<file path="config.mk">
export PLATFORM = sky130hd
export DESIGN_NAME = sseg_capture
export DESIGN_NICKNAME = d
export VERILOG_FILES = /design/src/rtl/sseg_capture.sv
export SDC_FILE = /design/constraint.sdc
export NUM_CORES = 1
export LEC_CHECK = 0
export ABC_AREA = 0
export CORE_MARGIN = 3
export CORE_UTILIZATION = 49
export DETAILED_ROUTE_END_ITERATION = 16
export GPL_TIMING_DRIVEN = 0
export PLACE_DENSITY_LB_ADDON = 0.3
export SKIP_LAST_GASP = 1
export SYNTH_ARGS = -nofsm -noshare
export SYNTH_HDL_FRONTEND = slang
export SYNTH_SLANG_ARGS = --single-unit
</file>
<file path="constraint.sdc">
create_clock -name clk -period 1.8 [get_ports clk]
set_input_delay 0.36 -clock clk [delete_from_list [all_inputs] [get_ports clk]]
set_output_delay 0.36 -clock clk [all_outputs]
set_load 0.02 [all_outputs]
</file>
<file path="src/rtl/sseg_capture.sv">
// Recovers the digits shown on a multiplexed, active-low seven-segment display by sampling its pins.
// Optional decimal-point capture is enabled by defining SSEG_CAPTURE_DP_EN.
module sseg_capture #(
    parameter int STABLE_CYCLES = 4
) (
    input  logic        clk,
    input  logic        reset_n,
    input  logic [7:0]  an,
    input  logic [7:0]  sseg,
    output logic [31:0] digits,
    output logic [7:0]  valid,
    output logic [7:0]  seg_err,
    output logic [7:0]  dp,
    output logic        frame_done,
    output logic        an_err
);

    localparam int CW = (STABLE_CYCLES > 2) ? $clog2(STABLE_CYCLES) : 1;
    localparam logic [CW-1:0] CNT_MAX = CW'(STABLE_CYCLES - 1);
    localparam logic [CW-1:0] CNT_CAP = CW'(STABLE_CYCLES - 2);

`ifdef SSEG_CAPTURE_DP_EN
    localparam logic [7:0] SSEG_MASK = 8'hFF;
`else
    // Without dp capture the dp line must not restart the stability count.
    localparam logic [7:0] SSEG_MASK = 8'h7F;
`endif

    logic [7:0]    an_s1, an_s2, sseg_s1, sseg_s2;
    logic [15:0]   prev;
    logic [CW-1:0] cnt;
    logic          changed, capture;
    logic          cap_pend;
    logic [7:0]    cap_an;
    logic [6:0]    cap_seg;
    logic [7:0]    an_low, seen, seen_nxt;
    logic          one_hot, legal, blank;
    logic [3:0]    nib;

    assign changed = {an_s2, sseg_s2} != prev;
    assign capture = !changed && (cnt == CNT_CAP);

    always_ff @(posedge clk or negedge reset_n) begin
        if (!reset_n) begin
            an_s1    <= '0;
            an_s2    <= '0;
            sseg_s1  <= '0;
            sseg_s2  <= '0;
            prev     <= '0;
            cnt      <= '0;
            cap_pend <= 1'b0;
            cap_an   <= '0;
            cap_seg  <= '0;
        end else begin
            an_s1    <= an;
            an_s2    <= an_s1;
            sseg_s1  <= sseg & SSEG_MASK;
            sseg_s2  <= sseg_s1;
            prev     <= {an_s2, sseg_s2};
            if (changed)
                cnt <= '0;
            else if (cnt != CNT_MAX)
                cnt <= cnt + 1'b1;
            cap_pend <= capture;
            if (capture) begin
                cap_an  <= an_s2;
                cap_seg <= sseg_s2[6:0];
            end
        end
    end

    always_comb begin
        legal = 1'b1;
        nib   = 4'h0;
        case (cap_seg)
            7'h40: nib = 4'h0;
            7'h79: nib = 4'h1;
            7'h24: nib = 4'h2;
            7'h30: nib = 4'h3;
            7'h19: nib = 4'h4;
            7'h12: nib = 4'h5;
            7'h02: nib = 4'h6;
            7'h78: nib = 4'h7;
            7'h00: nib = 4'h8;
            7'h10: nib = 4'h9;
            7'h08: nib = 4'hA;
            7'h03: nib = 4'hB;
            7'h46: nib = 4'hC;
            7'h21: nib = 4'hD;
            7'h06: nib = 4'hE;
            7'h0E: nib = 4'hF;
            default: legal = 1'b0;
        endcase
        blank    = cap_seg == 7'h7F;
        an_low   = ~cap_an;
        one_hot  = (an_low != 8'h00) && ((an_low & (an_low - 8'd1)) == 8'h00);
        seen_nxt = seen | an_low;
    end

`ifdef SSEG_CAPTURE_DP_EN
    logic cap_dp;
    always_ff @(posedge clk or negedge reset_n) begin
        if (!reset_n) begin
            cap_dp <= 1'b0;
            dp     <= '0;
        end else begin
            if (capture)
                cap_dp <= ~sseg_s2[7];
            if (cap_pend && one_hot)
                for (int i = 0; i < 8; i++)
                    if (an_low[i])
                        dp[i] <= cap_dp;
        end
    end
`else
    assign dp = 8'h00;
`endif

    always_ff @(posedge clk or negedge reset_n) begin
        if (!reset_n) begin
            digits     <= '0;
            valid      <= '0;
            seg_err    <= '0;
            seen       <= '0;
            frame_done <= 1'b0;
            an_err     <= 1'b0;
        end else begin
            frame_done <= 1'b0;
            an_err     <= 1'b0;
            if (cap_pend && cap_an != 8'hFF) begin
                if (one_hot) begin
                    for (int i = 0; i < 8; i++) begin
                        if (an_low[i]) begin
                            if (legal)
                                digits[4*i +: 4] <= nib;
                            valid[i]   <= legal;
                            seg_err[i] <= !legal && !blank;
                        end
                    end
                    // The completing capture closes this frame; the next one starts empty.
                    if (seen_nxt == 8'hFF) begin
                        seen       <= '0;
                        frame_done <= 1'b1;
                    end else begin
                        seen <= seen_nxt;
                    end
                end else begin
                    an_err <= 1'b1;
                end
            end
        end
    end

endmodule
</file>
==> reports/metrics.csv <==
metric,value,unit
status,finished with violations,
violations,negative setup slack,
cts-root-buf,clkbuf_8,
combPwrFrac,0.026,
fp-row-count,36,
min_period,2.08,ns
synth_cells,419,
drt_iter0_drc,307,
leakage,0.00370,uW
nNetsFinal,584,
cap_violations,0,
die-area,11600,um2
synth_cell_type_count,57,
nFillCells,585,
portBuffers,66,
yosys_register_bits,121,
crit_buf_inv,3,
endpoint_kind,flip-flop,
ir_drop,0.695,mV
postLayoutSetupSlackWorst,-0.279,ns
critPathMaxStageDelay,0.44,ns
switching_share,0.210,
drtPass1Iterations,5,
min_path_cells,1,
cts_sinks,121,
vias,4133,
place_ws,-0.558,ns
initial_core_util,0.512,
dieWidth,108,um
reg2regPathDepth,8,
grt_start_max_net_pins,74,
ios,76,
synth_area,5070,um2
p_clk_frac,0.537,
finalHoldViolCount,0,
grtUsageTotal,0.231,
wire_per_inst,20.0,um
synth_area_per_cell,12.1,um2
finalInstanceArea,7620,um2
dieHeight,108,um
cts_tree,built,
antenna_found_initial,0,
diodes,0,
core-area,9910,um2
drc_errors,0,
numCtsBuffers,17,
seq_area_frac_synth,0.597,
synth_top_area_frac,0.597,
min_path_type,in2reg,
place.gp.congestion,0.825,
slowest_stage,dfrtp_2,
grt_pass1_wl,20800,um
rsz0062_at_grt,yes,
fmax,481,MHz
crit_cells,8,
timing_worst_setup_path_type,reg2reg,
synthFlopType,dfrtp_1,
synthToLayoutAreaGrowth,50.2,%
p_int,5060,uW
switching_power,1350,uW
cp-start-kind,flip-flop,
slew_violations,0,
crit_chain,buf_2 > a211oi_2 > o21ai_2 > buf_4 > and4_4 > and3_4 > buf_6 > a211o_1,
clockBufferDepth,2,
finalClockSkew,0.00916,ns
vias_per_cell,5.83,
seqPwrFrac,0.437,
dp_hpwl,7330,um
ant_nets,0,
grt.overflow.total,0,
cp_top_family,compound AO/OA/AOI/OAI gates,
ys_top_cells_by_area,"dfrtp_1 60%, mux2_2 4.9%, nand4_1 2.6%",
relSlewSlack,0.502,
powerDensity,842,nW/um2
synth_warnings,0,
setup_tns,-9.36,ns
drive_gt1_frac,0.377,
htreeDepth,4,
clkTransAtPathRegs,0.06,ns
post-route-period-util,1.16,
worst_pin_slew,0.743,ns
dpl_cell_area,5990,um2
crit_fanout,5,
postLayoutCoreUtil,0.769,
yosysTopAreaCell,dfrtp_1,
critPathArrivalTime,2.47,ns
setup_viol,57,
clk_latency,0.52,ns
worstPathRequired,2.19,ns
power,6410,uW
routed_wl,14200,um
synthArstFlopShare,1.00,
synth_edf_count,0,
grt_pass1_vias,4059,
synthesized netlist by cell type (6+ instances only):
library cell / instances
dfrtp_1: 121
inv_1: 28
mux2_2: 22
nand4_1: 21
buf_2: 14
xnor2_1: 13
clkbuf_1: 11
nor2_1: 11
o211ai_1: 11
o21ai_0: 11
a21o_1: 10
o22ai_1: 10
buf_4: 9
nand2_1: 9
o31ai_1: 8
a21oi_1: 7
mux2_1: 7
a31oi_1: 6
nand3_1: 6
power by group through the flow:
stage / Sequential (uW) / Clock (uW) / Combinational, uW
4_1_cts: 2800 / 3420 / 170
6_report: 2800 / 3440 / 168
2_1_floorplan: 2840 / 0 / 56.7
3_5_place_dp: 2850 / 0 / 160
5_1_grt: 2810 / 3580 / 186
3_3_place_gp: 2850 / 0 / 148
layout by cell type, fill, tap and decap left out, types with 7 or more instances in the layout:
cell type,count
mux2_4,8
clkbuf_16,17
conb_1,8
clkdlybuf4s50_1,15
mux2_2,19
nor3_4,7
inv_1,26
buf_4,51
o22ai_1,7
nand2_1,7
buf_6,20
o211ai_1,11
dfrtp_2,7
nor2_1,10
nand4_1,21
dfrtp_1,114
xnor2_1,12
dlygate4sd2_1,49
a21o_1,10
registers in the layout, indices dropped and copies added (netlist names):
signal      count
an_err          1
an_s1           8
an_s2           8
cap_an          8
cap_pend        1
cap_seg         7
cnt             2
digits         32
frame_done      1
prev           15
seen            8
seg_err         8
sseg_s1         7
sseg_s2         7
valid           8
routing by layer:
metal  up-vias  track usage  wire length (um)
met4         0        0.102               619
met3        63       0.0504               950
met1      2060        0.289              5380
met5         -            0                 0
li1       1798            -                 -
met2       212        0.385              7230
metrics by stage:
stage,std cells,hold WS (ns)
final,709,0.272
after global routing,709,0.262
after CTS,691,0.268
after detailed placement,626,0.320
after global placement,625,0.331
after floorplan,426,0.0644
cell type report:
class                   instances  area, um2  area share
multi-input cells             243       2260       0.297
flip-flops and latches        121       3040       0.399
repair buffers                125       1150       0.151
well taps                     133        166      0.0218
plain buffers                  28        284      0.0373
clock buffers                  21        459      0.0603
clock inverters                10        144      0.0189
inverters                      28        109      0.0143
kinds of logic (layout without fill, tap and decap cells):
kind of cell / count (synthesis) / count (layout) / synth area share
adders and majority gates: 3 / 3 / 0.00691
xor gates and xnor gates: 18 / 18 / 0.0311
buffers and inverters: 62 / 212 / 0.0560
other: 1 / 8 / 0.000739
DFF: 121 / 121 / 0.597
muxes: 29 / 29 / 0.0644
and+or+nand+nor: 94 / 94 / 0.120
AOI/OAI and AO/OA: 91 / 91 / 0.124
timing repair:
| action | 4_1_cts | 5_1_grt |
|---|---|---|
| hold buffers | 1 | 0 |
| gates cloned | 3 | 0 |
| endpoints found under the setup margin | 122 | 73 |
| hold endpoints to repair | 48 | 0 |
| gates resized for setup | 146 | 74 |
| buffers inserted | 34 | 20 |
| pin swaps | 24 | 30 |
worst paths after layout:
kind                             from         to  slack, ns
setup / recovery           cap_seg[0]  digits[4]      -0.28
hold / removal                  an[1]   an_s1[1]       0.27
setup reg to reg           cap_seg[0]  digits[4]      -0.28
hold reg to reg              an_s1[4]   an_s2[4]       0.35
max in group asynchronous     reset_n  cap_an[4]       0.76
min in group asynchronous     reset_n   valid[6]       0.33
(Power assumes the default switching activity.)
